==> config.mk <==
export PLATFORM = sky130hd
export DESIGN_NAME = uart_rx
export DESIGN_NICKNAME = d
export VERILOG_FILES = /design/src/rtl/uart_pkg.sv /design/src/rtl/uart_rx_sync.sv /design/src/rtl/uart_rx.sv
export SDC_FILE = /design/constraint.sdc
export NUM_CORES = 1
export LEC_CHECK = 0
export CORE_UTILIZATION = 45
export CTS_CLUSTER_SIZE = 30
export DETAILED_ROUTE_END_ITERATION = 10
export DONT_BUFFER_PORTS = 1
export GPL_TIMING_DRIVEN = 0
export SLEW_MARGIN = 10
export SYNTH_ARGS = -nofsm -noshare
export SYNTH_HDL_FRONTEND = slang
export SYNTH_SLANG_ARGS = --single-unit
==> constraint.sdc <==
create_clock -name i_SysClock -period 2.02 [get_ports i_SysClock]
set_clock_uncertainty 0.2 [all_clocks]
set_input_delay 0.202 -clock i_SysClock [delete_from_list [all_inputs] [get_ports i_SysClock]]
set_output_delay 0.202 -clock i_SysClock [all_outputs]
set_load 0.01 [all_outputs]
==> src/rtl/uart_pkg.sv <==
// Shared UART definitions: frame size, receiver state encoding and the
// bit-period calculation used by both uart_tx and uart_rx.
package uart_pkg;

  localparam int MAX_BIT_CNT = 8;

  typedef enum logic [2:0] {
    s_IDLE  = 3'd0,
    s_START = 3'd1,
    s_DATA  = 3'd2,
    s_STOP  = 3'd3,
    s_BREAK = 3'd4
  } rx_state_t;

  // Clock cycles per bit minus one, rounded to the nearest integer.
  function automatic int calc_max_cycle_cnt(input longint sys_clock, input longint baudrate);
    return int'((((sys_clock * 10) / baudrate) + 5) / 10 - 1);
  endfunction

endpackage

==> src/rtl/uart_rx_sync.sv <==
// Two-flop synchronizer for an asynchronous, idle-high input.
module uart_rx_sync (
  input  logic i_Clock,
  input  logic i_ResetN,
  input  logic i_Async,
  output logic o_Sync
);

  logic r_meta;
  logic r_sync;

  always_ff @(posedge i_Clock or negedge i_ResetN) begin
    if (!i_ResetN) begin
      r_meta <= 1'b1;
      r_sync <= 1'b1;
    end else begin
      r_meta <= i_Async;
      r_sync <= r_meta;
    end
  end

  assign o_Sync = r_sync;

endmodule

==> src/rtl/uart_rx.sv <==
// 8N1 UART receiver: mid-bit sampling, one-cycle valid / frame-error pulses.
// Optional 2-of-3 majority sampling is enabled by defining UART_RX_MAJORITY_EN.
module uart_rx
  import uart_pkg::*;
#(
  parameter int SYS_CLOCK     = 50000000,
  parameter int UART_BAUDRATE = 115200
) (
  input  logic       i_SysClock,
  input  logic       i_ResetN,
  input  logic       i_RxSerial,
  output logic [7:0] o_RxByte,
  output logic       o_RxValid,
  output logic       o_FrameErr,
  output logic       o_RxBusy
);

  localparam int MAX_CYCLE_CNT  = calc_max_cycle_cnt(longint'(SYS_CLOCK), longint'(UART_BAUDRATE));
  localparam int HALF_CYCLE_CNT = MAX_CYCLE_CNT / 2;
  localparam int CNT_W          = $clog2(MAX_CYCLE_CNT) + 1;
  localparam int BIT_W          = $clog2(MAX_BIT_CNT + 1);

  localparam logic [CNT_W-1:0] MAX_CNT  = CNT_W'(MAX_CYCLE_CNT);
  localparam logic [CNT_W-1:0] HALF_CNT = CNT_W'(HALF_CYCLE_CNT);
  localparam logic [BIT_W-1:0] BIT_LAST = BIT_W'(MAX_BIT_CNT - 1);

  rx_state_t        r_state;
  rx_state_t        w_state_next;
  logic [CNT_W-1:0] r_cycle_cnt;
  logic [CNT_W-1:0] w_cycle_cnt_next;
  logic [BIT_W-1:0] r_bit_cnt;
  logic [BIT_W-1:0] w_bit_cnt_next;
  logic [7:0]       r_shift;
  logic [7:0]       w_shift_next;
  logic [7:0]       r_rx_byte;
  logic [7:0]       w_rx_byte_next;
  logic             r_rx_valid;
  logic             w_rx_valid_next;
  logic             r_frame_err;
  logic             w_frame_err_next;
  logic             w_rx_sync;
  logic             w_rx_sample;
  logic [CNT_W-1:0] w_start_cnt;

  uart_rx_sync u_sync (
    .i_Clock  (i_SysClock),
    .i_ResetN (i_ResetN),
    .i_Async  (i_RxSerial),
    .o_Sync   (w_rx_sync)
  );

`ifdef UART_RX_MAJORITY_EN
  // Two previous rx_sync values; with the current one they form the vote window,
  // so every decision lands one cycle after the nominal sample point.
  logic [1:0] r_hist;

  always_ff @(posedge i_SysClock or negedge i_ResetN) begin
    if (!i_ResetN) begin
      r_hist <= 2'b11;
    end else begin
      r_hist <= {r_hist[0], w_rx_sync};
    end
  end

  assign w_rx_sample = (r_hist[1] & r_hist[0]) | (r_hist[1] & w_rx_sync) | (r_hist[0] & w_rx_sync);
  assign w_start_cnt = HALF_CNT + 1'b1;
`else
  assign w_rx_sample = w_rx_sync;
  assign w_start_cnt = HALF_CNT;
`endif

  always_ff @(posedge i_SysClock or negedge i_ResetN) begin
    if (!i_ResetN) begin
      r_state     <= s_IDLE;
      r_cycle_cnt <= '0;
      r_bit_cnt   <= '0;
      r_shift     <= '0;
      r_rx_byte   <= '0;
      r_rx_valid  <= 1'b0;
      r_frame_err <= 1'b0;
    end else begin
      r_state     <= w_state_next;
      r_cycle_cnt <= w_cycle_cnt_next;
      r_bit_cnt   <= w_bit_cnt_next;
      r_shift     <= w_shift_next;
      r_rx_byte   <= w_rx_byte_next;
      r_rx_valid  <= w_rx_valid_next;
      r_frame_err <= w_frame_err_next;
    end
  end

  always_comb begin
    w_state_next     = r_state;
    w_cycle_cnt_next = r_cycle_cnt;
    w_bit_cnt_next   = r_bit_cnt;
    w_shift_next     = r_shift;
    w_rx_byte_next   = r_rx_byte;
    w_rx_valid_next  = 1'b0;
    w_frame_err_next = 1'b0;
    case (r_state)
      s_IDLE: begin
        w_cycle_cnt_next = '0;
        if (!w_rx_sync) begin
          w_state_next = s_START;
        end
      end
      s_START: begin
        if (r_cycle_cnt == w_start_cnt) begin
          w_cycle_cnt_next = '0;
          w_bit_cnt_next   = '0;
          w_state_next     = w_rx_sample ? s_IDLE : s_DATA;
        end else begin
          w_cycle_cnt_next = r_cycle_cnt + 1'b1;
        end
      end
      s_DATA: begin
        if (r_cycle_cnt == MAX_CNT) begin
          w_cycle_cnt_next = '0;
          w_shift_next     = {w_rx_sample, r_shift[7:1]};
          w_bit_cnt_next   = r_bit_cnt + 1'b1;
          if (r_bit_cnt == BIT_LAST) begin
            w_state_next = s_STOP;
          end
        end else begin
          w_cycle_cnt_next = r_cycle_cnt + 1'b1;
        end
      end
      s_STOP: begin
        if (r_cycle_cnt == MAX_CNT) begin
          w_cycle_cnt_next = '0;
          if (w_rx_sample) begin
            w_rx_byte_next  = r_shift;
            w_rx_valid_next = 1'b1;
            w_state_next    = s_IDLE;
          end else begin
            w_frame_err_next = 1'b1;
            w_state_next     = s_BREAK;
          end
        end else begin
          w_cycle_cnt_next = r_cycle_cnt + 1'b1;
        end
      end
      s_BREAK: begin
        // Hold here while the line stays low so a break cannot look like a start bit.
        w_cycle_cnt_next = '0;
        if (w_rx_sync) begin
          w_state_next = s_IDLE;
        end
      end
      default: begin
        w_state_next     = s_IDLE;
        w_cycle_cnt_next = '0;
      end
    endcase
  end

  assign o_RxByte   = r_rx_byte;
  assign o_RxValid  = r_rx_valid;
  assign o_FrameErr = r_frame_err;
  assign o_RxBusy   = (r_state != s_IDLE);

endmodule
# Word-level counts from Yosys, hierarchy flattened
# Cells that the tools add are included.
[word_totals]
regBits = 37
out_inout_bits = 11
in_bits = 3
[op_classes]
reduce_logical = 8
mux = 21
add_sub_neg = 2
n_eq_ne = 13
[ops]
columns = ["op", "count"]
rows = [
  ["$mux 3", 7],
  ["$mux 10", 2],
  ["$pmux 10 s2", 1],
  ["$pmux 3 s5", 1],
  ["$add 10x1->10 const B", 1],
  ["$eq 10x8->1 const B", 1],
  ["$eq 10x9->1 const B", 1],
  ["$ne 2x2->1 const B", 5],
  ["$mux 4", 2],
  ["$pmux 4 s2", 1],
  ["$eq 3x2->1 const B", 2],
  ["$mux 1", 6],
  ["$reduce_and 3->1", 2],
  ["$reduce_and 6->1", 1],
  ["$add 4x1->4 const B", 1],
  ["$eq 4x3->1 const B", 1],
  ["$eq 3x1->1 const B", 1],
  ["$eq 3x3->1 const B", 1],
  ["$logic_not 3->1", 1],
  ["$reduce_bool 3->1", 1],
  ["$mux 2", 1],
  ["$ne 2x1->1 const B", 1],
  ["$reduce_and 2->1", 1],
  ["$reduce_bool 2->1", 1],
  ["$reduce_or 2->1", 1],
]

# Logic depth before layout (Yosys ltp)
[depth]
word_depth = 4
mapped_depth = 7
mapped_depth_nobuf = 6

# Hierarchy
# From an unflattened synthesis, not the netlist that was laid out.
[hier_totals]
cells_unflattened = 156
hier_area_um2 = 1752.9
[modules_own_cells]
columns = ["module", "n_inst", "area_per_inst_um2", "seq_area_each_um2", "cells_per_inst"]
rows = [
  ["uart_rx", 1, 1700.4, 875.8, 154],
  ["uart_rx_sync", 1, 52.6, 52.6, 2],
]

# Least setup slack after synthesis
# Ideal clock, no wire load.
[synth_path]
path_type = "register -> register"
from = "reg r_cycle_cnt[2]"
to = "reg r_rx_byte[0] (netlist: o_RxByte[0])"
setup_ns = 0.125
slack_ns = 0.081
arrival_time_ns = 1.614
period_less_slack_ns = 1.939
stages_incl_launch_ff = 6
path_buffers = 1
path_cell_list = "dfrtp_1 > nand4bb_4 > nor3_4 > and3_1 > buf_6 > mux2_4"
[synth_via]
elab_chain_len = 2
[synth_rtl]
columns = ["element", "line_no", "source"]
rows = [
  ["start, declared", "uart_rx.sv:29", "logic [CNT_W-1:0] r_cycle_cnt;"],
  ["start signal, assigned", "uart_rx.sv:83", "r_cycle_cnt <= w_cycle_cnt_next;"],
  ["$eq 10x9->1", "uart_rx.sv:129", "if (r_cycle_cnt == MAX_CNT) begin"],
  ["$reduce_and 3->1 (no line)", "n/a", ""],
  ["end signal, assigned", "uart_rx.sv:86", "r_rx_byte <= w_rx_byte_next;"],
  ["end, declared", "uart_rx.sv:35", "logic [7:0] r_rx_byte;"],
]
# No other way between the ends.
# A chain may end at the register's enable or synchronous reset.

# Final worst setup path
# Ends and elaborated chain as after synthesis.

==> flow_results.xml <==
<?xml version="1.0" encoding="UTF-8"?>
<metrics>
  <group name="worst_setup_path">
    <metric name="reg2reg_from" unit="">r_cycle_cnt[2]</metric>
    <metric name="cp-startpoint" unit="">r_cycle_cnt[2]</metric>
    <metric name="worstPathArrival" unit="ps">1920</metric>
    <metric name="critical_path.startpoint_type" unit="">flip-flop</metric>
    <metric name="worst_r2r_path_depth" unit="">5</metric>
    <metric name="critical_path_required" unit="ps">1990</metric>
    <metric name="critPathCaptureType" unit="">flip-flop</metric>
    <metric name="critical_path_class" unit="">flip-flop to flip-flop</metric>
    <metric name="cp_max_fo" unit="">7</metric>
  </group>
  <group name="drt">
    <metric name="wl_met1" unit="µm">1390</metric>
    <metric name="routed_wire_length_per_instance" unit="µm">15.6</metric>
    <metric name="drtIter0Drc" unit="">64</metric>
    <metric name="route.vias.total" unit="">1047</metric>
    <metric name="detailroute.wirelength.met3" unit="µm">88</metric>
    <metric name="drc" unit="">0</metric>
    <metric name="postRouteWirelength" unit="µm">3040</metric>
    <metric name="drt_first_pass_iters" unit="">4</metric>
    <metric name="ant_nets" unit="">0</metric>
    <metric name="top_signal_layer_used" unit="">met4</metric>
    <metric name="met2_wirelength" unit="µm">1480</metric>
    <metric name="detail_route.vias_per_cell" unit="">5.40</metric>
  </group>
  <group name="grt">
    <metric name="grt_pass1_vias" unit="">1102</metric>
    <metric name="gr-total-overflow" unit="">0</metric>
    <metric name="number_of_antenna_violations_at_the_first_check_in_global_routing" unit="">0</metric>
    <metric name="pin_count_of_the_biggest_net_entering_global_routing" unit="">38</metric>
    <metric name="global_route.usage.total" unit="">0.173</metric>
    <metric name="grt_pass1_wl" unit="µm">5200</metric>
  </group>
  <group name="cts">
    <metric name="clk_latency" unit="ps">290</metric>
    <metric name="number_of_buffers_created_by_cts" unit="">5</metric>
    <metric name="htree_num_levels" unit="">2</metric>
    <metric name="clock_tree.root_cell" unit="">sky130_fd_sc_hd__clkbuf_8</metric>
    <metric name="tritoncts_clock_tree" unit="">yes</metric>
    <metric name="clock_tree.buffer_depth" unit="">2</metric>
    <metric name="cts_num_sinks" unit="">37</metric>
    <metric name="clkSlewWorstSetupHoldPaths" unit="ps">70</metric>
  </group>
  <group name="placed_design">
    <metric name="placed_cell_area" unit="µm²">1780</metric>
    <metric name="numPlacedInstances" unit="">181</metric>
    <metric name="port_buffers" unit="">0</metric>
    <metric name="place_hpwl" unit="µm">1950</metric>
    <metric name="gpl.final_weighted_congestion" unit="">0.791</metric>
  </group>
  <group name="floorplanning">
    <metric name="start_util" unit="">0.469</metric>
    <metric name="die_x" unit="µm">63.7</metric>
    <metric name="core" unit="µm²">3660</metric>
    <metric name="dieHeight" unit="µm">63.7</metric>
    <metric name="standard_cell_rows" unit="">22</metric>
    <metric name="pin_count" unit="">14</metric>
    <metric name="dieArea" unit="µm²">4060</metric>
  </group>
  <group name="run">
    <metric name="cap_violations" unit="">0</metric>
  </group>
  <group name="logic_synthesis">
    <metric name="synth_top_family_by_area" unit="">simple AND/OR/NAND/NOR gates</metric>
    <metric name="synth_enable_flop_cells" unit="">0</metric>
    <metric name="asyncSetResetFlopFracSynth" unit="">1.00</metric>
    <metric name="ys_seq_area_frac" unit="">0.541</metric>
    <metric name="synth_xor_area_frac" unit="">0.0511</metric>
    <metric name="synth_adder_area_share" unit="">0.0292</metric>
    <metric name="synth_compound_gate_area_share" unit="">0.0554</metric>
    <metric name="synthesis.area" unit="µm²">1720</metric>
    <metric name="synth.lib_cells_used.distinct" unit="">40</metric>
    <metric name="postSynthNetCount" unit="">140</metric>
    <metric name="syn-instance-count" unit="">133</metric>
    <metric name="synth_simple_gate_area_share" unit="">0.175</metric>
    <metric name="ys_seq_elements" unit="">37</metric>
    <metric name="synth_warnings" unit="">0</metric>
    <metric name="postSynth.topFlopCell" unit="">sky130_fd_sc_hd__dfrtp_1</metric>
    <metric name="synth.avg_cell_area" unit="µm²">12.9</metric>
    <metric name="synth.mux.area_fraction" unit="">0.128</metric>
  </group>
  <group name="final_layout">
    <metric name="mostFrequentLayoutCell" unit="">sky130_fd_sc_hd__dfrtp_1</metric>
    <metric name="mostFrequentLayoutCells" unit="">sky130_fd_sc_hd__dfrtp_1, sky130_fd_sc_hd__nor3_1, sky130_fd_sc_hd__mux2_2, sky130_fd_sc_hd__mux2_4, sky130_fd_sc_hd__xor2_1</metric>
    <metric name="final_layout_size_suffix_gt1_frac" unit="">0.274</metric>
    <metric name="fill_cells" unit="">310</metric>
    <metric name="finalNonFillerCells" unit="">194</metric>
    <metric name="antenna_cells_inserted" unit="">0</metric>
    <metric name="nNetsFinal" unit="">153</metric>
    <metric name="layout_stage_area_growth_over_the_synthesis_result" unit="%">15.0</metric>
    <metric name="layout.cell_area.non_filler" unit="µm²">1970</metric>
  </group>
  <group name="timing">
    <metric name="maxSlewHeadroom" unit="">0.681</metric>
    <metric name="drv_slew" unit="">0</metric>
    <metric name="setup_viol" unit="">0</metric>
    <metric name="finalWorstPathRequiredPeriod" unit="ps">1940</metric>
    <metric name="hold_violations" unit="">0</metric>
    <metric name="post-route-period-util" unit="">0.962</metric>
    <metric name="fmax" unit="MHz">514</metric>
    <metric name="max_slew.worst_pin.slew" unit="ps">478</metric>
  </group>
  <group name="hold_path">
    <metric name="holdCritPathClass" unit="">primary input to async pin</metric>
  </group>
  <group name="pwr">
    <metric name="cell_leakage_power" unit="nW">0.885</metric>
    <metric name="power.density_cell_area" unit="nW/µm²">697</metric>
    <metric name="ir_drop" unit="V">0.000450</metric>
    <metric name="post-layout-total-power" unit="W">0.00137</metric>
  </group>
  <group name="run_status">
    <metric name="status" unit="">finished clean</metric>
  </group>
</metrics>
[per-stage QoR]
stage / setup slack [ps] / utilization / hold WS (ps) / TNS [ps]
6_report: 76.3 / 0.539 / 157 / 0
5_1_grt: -4.94 / 0.539 / 169 / -15.0
3_5_place_dp: -94.6 / 0.485 / -293 / -699
3_3_place_gp: -57.4 / 0.485 / -293 / -442
2_1_floorplan: 81.0 / - / -294 / 0
4_1_cts: 4.12 / 0.531 / 158 / 0
[metal layers]
layer	GRT usage	vias to the layer above
li1	-	505
met1	0.215	517
met2	0.269	17
met3	0.0500	8
met4	0.0938	0
met5	0	-
[state kept, by name, summed over array words and instances, names as in the netlist]
name / flops
r_cycle_cnt: 10
o_RxByte: 8
r_shift: 8
r_bit_cnt: 4
r_state: 3
o_FrameErr: 1
o_RxValid: 1
u_sync.o_Sync: 1
u_sync.r_meta: 1
[kinds of logic after synthesis]
group	count (synthesis)
AOI/OAI and AO/OA	12
xor gates and xnor gates	10
DFF	37
and+or+nand+nor	46
muxes	17
buffers and inverters	7
adders and majority gates	4
[cells in the mapped netlist (2+ instances only)]
library cell               count  area share
sky130_fd_sc_hd__xor2_1        7       0.036
sky130_fd_sc_hd__mux2_4        8       0.070
sky130_fd_sc_hd__clkbuf_1      2      0.0044
sky130_fd_sc_hd__a21oi_1       2      0.0058
sky130_fd_sc_hd__o21ai_0       2      0.0058
sky130_fd_sc_hd__dfstp_2       2       0.031
sky130_fd_sc_hd__nand4_1       3       0.011
sky130_fd_sc_hd__dfrtp_1      35        0.51
sky130_fd_sc_hd__or3_1         2      0.0073
sky130_fd_sc_hd__inv_1         4      0.0088
sky130_fd_sc_hd__and3_1        4       0.015
sky130_fd_sc_hd__nor3_1       11       0.032
sky130_fd_sc_hd__nand2b_1      2      0.0073
sky130_fd_sc_hd__nor2_1        3      0.0066
sky130_fd_sc_hd__ha_1          4       0.029
sky130_fd_sc_hd__nand3_1       5       0.015
sky130_fd_sc_hd__nand2_1       3      0.0066
sky130_fd_sc_hd__xnor2_1       3       0.015
sky130_fd_sc_hd__nor2b_1       2      0.0073
sky130_fd_sc_hd__nor3b_1       2      0.0088
sky130_fd_sc_hd__mux2_2        8       0.053
[worst max-delay path, stage by stage (launching register included)]
cell and delay, ps:
sky130_fd_sc_hd__dfrtp_2 460, sky130_fd_sc_hd__nand4bb_4 240, sky130_fd_sc_hd__nor3_4 260, sky130_fd_sc_hd__and3_4 230, sky130_fd_sc_hd__buf_6 140, sky130_fd_sc_hd__mux2_4 300
[worst paths after layout]
path                            slack [ps]             end
worst max-delay path                    80     o_RxByte[0]
worst min-delay path                   160  r_cycle_cnt[4]
worst max register to register          80     o_RxByte[0]
worst min register to register         160   u_sync.o_Sync
max in group asynchronous             1200   u_sync.o_Sync
min in group i_SysClock                160   u_sync.o_Sync
[where the power goes]
group / internal, W / leakage [nW] / switching (W)
combinational: 0.00000682 / 0.338 / 0.0000149
clock: 0.000359 / 0.0540 / 0.000249
sequential: 0.000744 / 0.494 / 0.00000187
total: 0.00111 / 0.885 / 0.000265
[area by class of cell]
cell class | instances | area (µm²) | area share
buffer | 3 | 18.8 | 0.00952
inverter | 4 | 15.0 | 0.00761
multi-input combinational | 89 | 782 | 0.397
clock buffer | 5 | 68.8 | 0.0349
tap | 48 | 60.1 | 0.0305
clock inverter | 2 | 35.0 | 0.0178
timing repair buffer | 6 | 62.6 | 0.0317
sequential | 37 | 930 | 0.471
[what timing repair did]
| item | in CTS | in global routing |
|---|---|---|
| hold buffers | 3 | 0 |
| pin swaps | 1 | 2 |
| resized for setup | 1 | 7 |
| endpoints found under the hold margin | 38 | 0 |
| endpoints found under the setup margin | 8 | 26 |
| buffers inserted | 2 | 0 |
| cloned | 0 | 1 |
No activity file was read; power rests on OpenSTA's default activity.
